## src/rtl/legv8_alu_seq.sv

```systemverilog
// legv8_alu_seq: handshaked LEGv8 execute unit with internal ALU-control decode.
// Single-cycle ops finish on the accept edge. MUL is an iterative shift-add unit.
// The optional restoring UDIV divider is built only when LEGV8_ALU_UDIV_EN is defined;
// without it, the UDIV opcode decodes as illegal.
module legv8_alu_seq #(
  parameter int unsigned WIDTH = 64
) (
  input  logic             clk,
  input  logic             reset,
  input  logic             in_valid,
  output logic             in_ready,
  input  logic [1:0]       ALUOp,
  input  logic [10:0]      Opcode_field,
  input  logic [WIDTH-1:0] A,
  input  logic [WIDTH-1:0] B,
  output logic             out_valid,
  input  logic             out_ready,
  output logic [WIDTH-1:0] ALU_result,
  output logic             Zero,
  output logic             N,
  output logic             C,
  output logic             V,
  output logic             illegal
);

  localparam int unsigned SHW = $clog2(WIDTH);
  localparam int unsigned CW  = SHW + 1;
  localparam int unsigned W1  = WIDTH + 1;

  localparam logic [10:0] OPC_ADD  = 11'b10001011000;
  localparam logic [10:0] OPC_SUB  = 11'b11001011000;
  localparam logic [10:0] OPC_AND  = 11'b10001010000;
  localparam logic [10:0] OPC_ORR  = 11'b10101010000;
  localparam logic [10:0] OPC_EOR  = 11'b11001010000;
  localparam logic [10:0] OPC_LSL  = 11'b11010011011;
  localparam logic [10:0] OPC_LSR  = 11'b11010011010;
  localparam logic [10:0] OPC_MUL  = 11'b10011011000;
  localparam logic [10:0] OPC_UDIV = 11'b10011010110;

  typedef enum logic [1:0] {IDLE, MUL, DIV, DONE} state_t;

  typedef enum logic [3:0] {
    OP_ADD, OP_SUB, OP_AND, OP_ORR, OP_EOR, OP_LSL, OP_LSR,
    OP_PASS, OP_MUL, OP_UDIV, OP_ILL
  } op_t;

  state_t             state;
  op_t                op;
  logic               accept;

  logic [WIDTH-1:0]   b_eff;
  logic [W1-1:0]      sum;
  logic [SHW-1:0]     shamt;
  logic [WIDTH-1:0]   sc_res;
  logic               sc_c;
  logic               sc_v;
  logic               sc_ill;

  logic [CW-1:0]      cnt;
  logic [WIDTH-1:0]   mul_a;
  logic [WIDTH-1:0]   mul_b;
  logic [WIDTH-1:0]   mul_acc;
  logic [WIDTH-1:0]   mul_acc_next;

`ifdef LEGV8_ALU_UDIV_EN
  logic [WIDTH-1:0]   div_q;
  logic [W1-1:0]      div_r;
  logic [WIDTH-1:0]   div_d;
  logic [W1-1:0]      div_shift;
  logic               div_ge;
  logic [W1-1:0]      div_r_next;
  logic [WIDTH-1:0]   div_q_next;
`endif

  // A new operation can enter when idle, or when the held result is consumed this cycle.
  assign in_ready = (state == IDLE) | ((state == DONE) & out_ready);
  assign accept   = in_valid & in_ready;

  // ALU-control decode: ALUOp selects add / pass-B / R-type opcode field.
  always_comb begin
    op = OP_ADD;
    case (ALUOp)
      2'b01: op = OP_PASS;
      2'b10: begin
        case (Opcode_field)
          OPC_ADD:  op = OP_ADD;
          OPC_SUB:  op = OP_SUB;
          OPC_AND:  op = OP_AND;
          OPC_ORR:  op = OP_ORR;
          OPC_EOR:  op = OP_EOR;
          OPC_LSL:  op = OP_LSL;
          OPC_LSR:  op = OP_LSR;
          OPC_MUL:  op = OP_MUL;
`ifdef LEGV8_ALU_UDIV_EN
          OPC_UDIV: op = OP_UDIV;
`else
          OPC_UDIV: op = OP_ILL;
`endif
          default:  op = OP_ILL;
        endcase
      end
      default: op = OP_ADD;
    endcase
  end

  // Single-cycle datapath: adder with carry/overflow, logic ops, shifts, pass-B.
  always_comb begin
    b_eff  = (op == OP_SUB) ? ~B : B;
    sum    = {1'b0, A} + {1'b0, b_eff} + W1'(op == OP_SUB);
    shamt  = B[SHW-1:0];
    sc_res = '0;
    sc_c   = 1'b0;
    sc_v   = 1'b0;
    sc_ill = 1'b0;
    case (op)
      OP_ADD, OP_SUB: begin
        sc_res = sum[WIDTH-1:0];
        sc_c   = sum[WIDTH];
        sc_v   = (A[WIDTH-1] == b_eff[WIDTH-1]) & (sum[WIDTH-1] != A[WIDTH-1]);
      end
      OP_AND:  sc_res = A & B;
      OP_ORR:  sc_res = A | B;
      OP_EOR:  sc_res = A ^ B;
      OP_LSL:  sc_res = A << shamt;
      OP_LSR:  sc_res = A >> shamt;
      OP_PASS: sc_res = B;
      OP_UDIV: sc_res = '0;  // divide by zero short-cut
      OP_ILL:  sc_ill = 1'b1;
      default: sc_res = '0;
    endcase
  end

  // Shift-add step: add the multiplicand when the current multiplier bit is set.
  always_comb begin
    mul_acc_next = mul_b[0] ? (mul_acc + mul_a) : mul_acc;
  end

`ifdef LEGV8_ALU_UDIV_EN
  // Restoring divide step: shift in next dividend bit, subtract divisor if it fits.
  always_comb begin
    div_shift  = {div_r[WIDTH-1:0], div_q[WIDTH-1]};
    div_ge     = (div_shift >= {1'b0, div_d});
    div_r_next = div_ge ? (div_shift - {1'b0, div_d}) : div_shift;
    div_q_next = {div_q[WIDTH-2:0], div_ge};
  end
`endif

  // Control FSM with registered result, flags and out_valid.
  always_ff @(posedge clk or posedge reset) begin
    if (reset) begin
      state      <= IDLE;
      ALU_result <= '0;
      Zero       <= 1'b1;
      N          <= 1'b0;
      C          <= 1'b0;
      V          <= 1'b0;
      illegal    <= 1'b0;
      out_valid  <= 1'b0;
      cnt        <= '0;
      mul_a      <= '0;
      mul_b      <= '0;
      mul_acc    <= '0;
`ifdef LEGV8_ALU_UDIV_EN
      div_q      <= '0;
      div_r      <= '0;
      div_d      <= '0;
`endif
    end else begin
      case (state)
        IDLE, DONE: begin
          if (accept) begin
            if (op == OP_MUL) begin
              mul_a     <= A;
              mul_b     <= B;
              mul_acc   <= '0;
              cnt       <= CW'(WIDTH);
              out_valid <= 1'b0;
              state     <= MUL;
            end
`ifdef LEGV8_ALU_UDIV_EN
            else if ((op == OP_UDIV) && (B != '0)) begin
              div_q     <= A;
              div_r     <= '0;
              div_d     <= B;
              cnt       <= CW'(WIDTH);
              out_valid <= 1'b0;
              state     <= DIV;
            end
`endif
            else begin
              ALU_result <= sc_res;
              Zero       <= (sc_res == '0);
              N          <= sc_res[WIDTH-1];
              C          <= sc_c;
              V          <= sc_v;
              illegal    <= sc_ill;
              out_valid  <= 1'b1;
              state      <= DONE;
            end
          end else if (out_ready) begin
            out_valid <= 1'b0;
            state     <= IDLE;
          end
        end
        MUL: begin
          mul_acc <= mul_acc_next;
          mul_a   <= {mul_a[WIDTH-2:0], 1'b0};
          mul_b   <= {1'b0, mul_b[WIDTH-1:1]};
          cnt     <= cnt - CW'(1);
          if (cnt == CW'(1)) begin
            ALU_result <= mul_acc_next;
            Zero       <= (mul_acc_next == '0);
            N          <= mul_acc_next[WIDTH-1];
            C          <= 1'b0;
            V          <= 1'b0;
            illegal    <= 1'b0;
            out_valid  <= 1'b1;
            state      <= DONE;
          end
        end
`ifdef LEGV8_ALU_UDIV_EN
        DIV: begin
          div_r <= div_r_next;
          div_q <= div_q_next;
          cnt   <= cnt - CW'(1);
          if (cnt == CW'(1)) begin
            ALU_result <= div_q_next;
            Zero       <= (div_q_next == '0);
            N          <= div_q_next[WIDTH-1];
            C          <= 1'b0;
            V          <= 1'b0;
            illegal    <= 1'b0;
            out_valid  <= 1'b1;
            state      <= DONE;
          end
        end
`endif
        default: begin
          out_valid <= 1'b0;
          state     <= IDLE;
        end
      endcase
    end
  end

endmodule

```

## config.mk

```make
export PLATFORM = sky130hd
export DESIGN_NAME = legv8_alu_seq
export DESIGN_NICKNAME = d
export VERILOG_FILES = /design/src/rtl/legv8_alu_seq.sv
export SDC_FILE = /design/constraint.sdc
export NUM_CORES = 2
export LEC_CHECK = 0
export CAP_MARGIN = 0
export CORE_MARGIN = 3
export CORE_UTILIZATION = 57
export CTS_CLUSTER_DIAMETER = 100
export DETAILED_ROUTE_END_ITERATION = 8
export GPL_TIMING_DRIVEN = 0
export HOLD_SLACK_MARGIN = 0.03
export PLACE_DENSITY = 0.83
export SLEW_MARGIN = 40
export SYNTH_ARGS = -nofsm -noshare
export SYNTH_HDL_FRONTEND = slang
export SYNTH_SLANG_ARGS = --single-unit
```

## constraint.sdc

```tcl
create_clock -name clk -period 8.5 [get_ports clk]
set_clock_uncertainty 0.05 [all_clocks]
set_input_delay 0.85 -clock clk [delete_from_list [all_inputs] [get_ports clk]]
set_output_delay 0.85 -clock clk [all_outputs]
set_load 0.02 [all_outputs]
```

==> flow_summary.rst, run 1 <==
.. list-table::
   :header-rows: 1

   * - Metric
     - Value
   * - Post-synthesis sequential element count
     - 269
   * - Largest net degree at the start of global routing
     - 78
   * - Cells after synthesis
     - 4570
   * - Number of nets produced by synthesis
     - 4994
   * - Proportion of synthesized chip area in sequential cells
     - 18.4%
   * - CTS H-Tree Depth
     - 1
   * - Error that halted the flow
     - [ERROR GRT-0116] Global routing finished with congestion. Check the congestion regions in the DRC Viewer.
   * - First-pass GRT wire length
     - 322 mm
   * - Die span in x
     - 259 µm
   * - Initial standard-cell utilization of the core
     - 57.8%
   * - Number of sinks driven by the clock tree
     - 269
   * - GR Util All Layers
     - 66.3%
   * - Post-DP HPWL
     - 169 mm
   * - Dpl ws
     - -2.84 ns
   * - Synthesized cell area
     - 36500 µm²
   * - FFs w/ async S/R, synth
     - 100%
   * - Ports
     - 216
   * - Clk root buf
     - sky130_fd_sc_hd__clkbuf_16
   * - Predominant post-synthesis flop cell
     - sky130_fd_sc_hd__dfrtp_1
   * - Most area-consuming cells after synthesis
     - sky130_fd_sc_hd__dfrtp_1, sky130_fd_sc_hd__ha_1, sky130_fd_sc_hd__mux2i_1
   * - Count of flip-flops with a built-in enable after synthesis
     - 0
   * - Stage where the flow stopped
     - global routing (5_1_grt)
   * - Max Buffers Root-to-Sink
     - 3
   * - Total global routing overflow
     - 8
   * - Rows
     - 92
   * - Warning count from the yosys run
     - 0
   * - Vertical extent of the die
     - 259 µm
   * - Routability Congestion
     - 1.41
   * - TritonCTS buffer count
     - 31
   * - Portion of synthesized cell area occupied by the leading cell type
     - 18.4%
   * - Library cell occupying the most area in the post-synthesis netlist
     - sky130_fd_sc_hd__dfrtp_1
   * - Count of different cell masters after synthesis
     - 108
   * - Count of port buffers added during placement
     - 213
   * - Run status
     - aborted with a tool error
   * - Number of global-route vias before repair
     - 44500
   * - Average cell area after synthesis
     - 8.00 µm²
   * - Total of hold buffers inserted after clock tree synthesis
     - 0
## cells by family after synthesis
family,count (synthesis),synth area share [%]
flops,269,18.4
compound gates,1387,25.5
xor+xnor,142,3.40
fa+ha+maj,279,9.59
simple gates,1399,17.8
buf+inv,539,5.78
mux,555,19.5
## metrics by stage
stage,std cells,area [µm²]
3_3_place_gp,5629,39700
4_1_cts,5711,41600
2_1_floorplan,4570,36500
3_5_place_dp,5654,40300
## what timing repair did
item / 4_1_cts
buffers inserted: 3
setup endpoints to repair: 50
resized for setup: 33
pin swaps: 3
## synth_stat cells, types with 62 or more instances
library cell               count
sky130_fd_sc_hd__a211oi_1     82
sky130_fd_sc_hd__a21o_1       64
sky130_fd_sc_hd__a21oi_1     251
sky130_fd_sc_hd__clkbuf_1    252
sky130_fd_sc_hd__dfrtp_1     268
sky130_fd_sc_hd__ha_1        277
sky130_fd_sc_hd__inv_1       179
sky130_fd_sc_hd__mux2_2      143
sky130_fd_sc_hd__mux2i_1     301
sky130_fd_sc_hd__mux4_2      111
sky130_fd_sc_hd__nand2_1     583
sky130_fd_sc_hd__nand3_1     106
sky130_fd_sc_hd__nand4_1      62
sky130_fd_sc_hd__nor2_1      295
sky130_fd_sc_hd__nor3_1       73
sky130_fd_sc_hd__o21ai_0     407
sky130_fd_sc_hd__xnor2_1     112
## routing by layer
layer  global-route usage, %  GRT overflow
met1                    71.1             1
met2                    85.4             3
met3                    44.7             0
met4                    58.1             4
met5                    20.0             0
==> run 2, diff against run 1 <==
CORE_UTILIZATION = 40   (was 57)
CTS_CLUSTER_DIAMETER = unset   (was 100)
HOLD_SLACK_MARGIN = unset   (was 0.03)
PLACE_DENSITY = unset   (was 0.83)
PLACE_DENSITY_LB_ADDON = 0.15   (was unset)
clock period = 11.05 ns   (was 8.5 ns; I/O delays follow)
==> flow_summary.rst, run 2 <==
.. list-table::
   :header-rows: 1

   * - Metric
     - Value
   * - Net count reported at finish
     - 5289
   * - Clock latency on the worst-skew pair
     - 0.70 ns
   * - Worst R2R Start
     - mul_a[0]$_DFFE_PP0P_
   * - Via/cell ratio
     - 7.23
   * - Peak ir drop on the vdd network
     - 135 µV
   * - Commonest cells after routing, fill and taps aside
     - sky130_fd_sc_hd__nand2_1, sky130_fd_sc_hd__o21ai_0, sky130_fd_sc_hd__mux2i_1
   * - Capture instance of the worst register-to-register path
     - Zero$_DFFE_PP1P_
   * - Worst endpoint data arrival time
     - 11.71 ns
   * - Count of cells along the worst register-to-register path
     - 15
   * - Share of the core filled with cells
     - 47.0%
   * - CTS H-Tree Depth
     - 2
   * - Max stage delay cell, worst path
     - sky130_fd_sc_hd__nor4_1
   * - Final count of pins violating max slew
     - 0
   * - Reg2Reg Setup Slack
     - 5.44 ns
   * - Kind of cell adding the most delay to the critical path
     - simple AND/OR/NAND/NOR gates
   * - Ratio of cells with drive above 1 in the final layout
     - 13.8%
   * - Number of sinks driven by the clock tree
     - 269
   * - Number of global-route vias before repair
     - 40800
   * - Largest net degree at the start of global routing
     - 70
   * - Rows
     - 110
   * - Die span in x
     - 308 µm
   * - Number of antenna violations at the first check in global routing
     - 19
   * - Share of the cycle needed by the critical path after routing
     - 101%
   * - WL per Instance
     - 41.8 µm
   * - GR Util All Layers
     - 51.7%
   * - Number of vias in the routed layout
     - 44000
   * - Post-synthesis sequential element count
     - 269
   * - Count of different cell masters after synthesis
     - 108
   * - Synthesized cell area
     - 36500 µm²
   * - Worst hold path stage count
     - 1
   * - Sort of element at the start of the critical path
     - input pin
   * - Maximum clock frequency
     - 0.0895 GHz
   * - Number of nets produced by synthesis
     - 4994
   * - Clk root buf
     - sky130_fd_sc_hd__clkbuf_16
   * - Leading cell type in the layout, fill and taps excluded
     - sky130_fd_sc_hd__nand2_1
   * - Area of the core region
     - 90300 µm²
   * - First-pass GRT wire length
     - 339 mm
   * - Number of routed nets with antenna violations
     - 0
   * - Worst Tran Pin Value
     - 1.13 ns
   * - Largest stage delay, worst path
     - 0.82 ns
   * - Total instance count after detailed placement
     - 6002
   * - Post-DP HPWL
     - 204 mm
   * - Class of the tightest hold or removal check
     - reg -> reg
   * - Required time at the worst-slack endpoint
     - 11.58 ns
   * - Normalized max-slew margin
     - 23.7%
   * - Average cell area after synthesis
     - 8.00 µm²
   * - TritonCTS buffer count
     - 36
   * - Violated checks
     - setup timing
   * - Count of final setup violators
     - 1
   * - PnR Total Power
     - 8860 µW
   * - Count leader, synth
     - sky130_fd_sc_hd__nand2_1
   * - Non-filler instance count after layout
     - 6080
   * - Max-capacitance violation count
     - 0
   * - Endpoint with the worst hold slack
     - ALU_result[12]$_DFFE_PP0P_
   * - Total of hold buffers inserted after clock tree synthesis
     - 0
   * - Crit path setup slack, layout
     - -0.127 ns
   * - Ports
     - 216
   * - Dpl ws
     - -1.08 ns
   * - # fillers
     - 9119
   * - Run status
     - finished, violations left
   * - Max Buffers Root-to-Sink
     - 3
   * - Portion of synthesized cell area occupied by the leading cell type
     - 18.4%
   * - Detailed Routing Iterations Pass 1
     - 8
   * - Count of port buffers added during placement
     - 213
   * - Area growth, synth to finish
     - 16.2%
   * - Count of final hold-check violations
     - 0
   * - DRC
     - 0
   * - Cells after synthesis
     - 4570
   * - Routed wire length
     - 254 mm
   * - Worst path bufs/invs
     - 9
   * - Time the worst path needs with I/O delays and setup
     - 11.18 ns
   * - Initial standard-cell utilization of the core
     - 40.5%
   * - Unrepaired setup endpoints after global routing
     - no
   * - Total power density per cell area
     - 209 nW/µm²
   * - Count of flip-flops with a built-in enable after synthesis
     - 0
   * - FFs w/ async S/R, synth
     - 100%
   * - Die area
     - 95000 µm²
   * - Most area-consuming cells after synthesis
     - sky130_fd_sc_hd__dfrtp_1, sky130_fd_sc_hd__ha_1, sky130_fd_sc_hd__mux2i_1
   * - Total global routing overflow
     - 0
   * - Routability Congestion
     - 1.18
   * - Worst-path clk slew
     - 0.06 ns
   * - Hold Slack
     - 0.423 ns
   * - Warning count from the yosys run
     - 0
   * - Maximum net fanout on the critical path
     - 10
   * - Predominant post-synthesis flop cell
     - sky130_fd_sc_hd__dfrtp_1
   * - Type of destination of the critical path
     - register
   * - Leakage component of the power
     - 0.0179 µW
   * - Top post-synthesis cells by count
     - sky130_fd_sc_hd__nand2_1, sky130_fd_sc_hd__o21ai_0, sky130_fd_sc_hd__mux2i_1
   * - Proportion of synthesized chip area in sequential cells
     - 18.4%
   * - Min-delay src
     - ALU_result[12]$_DFFE_PP0P_
   * - Vertical extent of the die
     - 308 µm
   * - TritonCTS clock tree
     - built
   * - Library cell occupying the most area in the post-synthesis netlist
     - sky130_fd_sc_hd__dfrtp_1
   * - Crit path kind
     - in -> reg
   * - Detailed router's first-iteration violation count
     - 6364
-- run 2: cell counts after synthesis --
No cell type changed its count.
-- run 2: area by class of cell --
cell class,instances,area (µm²),share of cell area (%)
Sequential cell,269,6730,15.9
Antenna cell,12,30.0,0.0707
Timing Repair Buffer,258,2550,6.02
Buffer,355,1560,3.66
Tap cell,1176,1470,3.46
Inverter,183,694,1.63
Clock inverter,15,198,0.465
Clock buffer,50,1000,2.36
Multi-Input combinational cell,3762,28200,66.5
-- run 2: metal layers --
layer,track usage [%],vias up,routed length (µm)
li1,-,17700,-
met1,60.4,21400,91000
met2,73.3,3746,102000
met3,20.9,1113,34000
met4,44.7,16,27500
met5,0.152,-,264
-- run 2: worst max path at each step --
stage	cells past startpoint	endpoint	startpoint	slack [ns]
global route	28	Zero$_DFFE_PP1P_	Opcode_field[3]	0.01
floorplan	1	ALU_result[0]$_DFFE_PP0P_	reset	2.49
CTS	28	Zero$_DFFE_PP1P_	Opcode_field[3]	0.09
detailed placement	29	Zero$_DFFE_PP1P_	ALUOp[0]	-1.08
finish	28	Zero$_DFFE_PP1P_	ALUOp[0]	-0.13
global placement	29	Zero$_DFFE_PP1P_	ALUOp[0]	-2.89
-- run 2: logic make-up (layout without fill, tap and decap cells) --
group / after synthesis / count (layout) / synth area share (%)
buffers and inverters: 539 / 861 / 5.78
xor gates and xnor gates: 142 / 142 / 3.40
muxes: 555 / 555 / 19.5
AOI/OAI and AO/OA: 1387 / 1387 / 25.5
DFF: 269 / 269 / 18.4
and+or+nand+nor: 1399 / 1399 / 17.8
other: 0 / 12 / 0
adders and majority gates: 279 / 279 / 9.59
-- run 2: power breakdown --
part / switching, µW / internal (µW)
clock network: 552 / 712
logic: 3840 / 1930
registers: 382 / 1440
total: 4770 / 4090
-- run 2: metrics by stage --
step,TNS (ns),area [µm²]
after floorplan,0,36500
after global placement,-376.27,40100
after detailed placement,-1.31,41100
after CTS,0,42400
after global routing,0,42400
final,-0.127,42500
-- run 2: what timing repair did --
action,in CTS,in global routing
resized for setup,2,4
gates cloned,0,0
setup endpoints to repair,1,1
pin swaps,0,1
buffers inserted,0,1
Note: power is estimated with default switching activity, not from simulation.
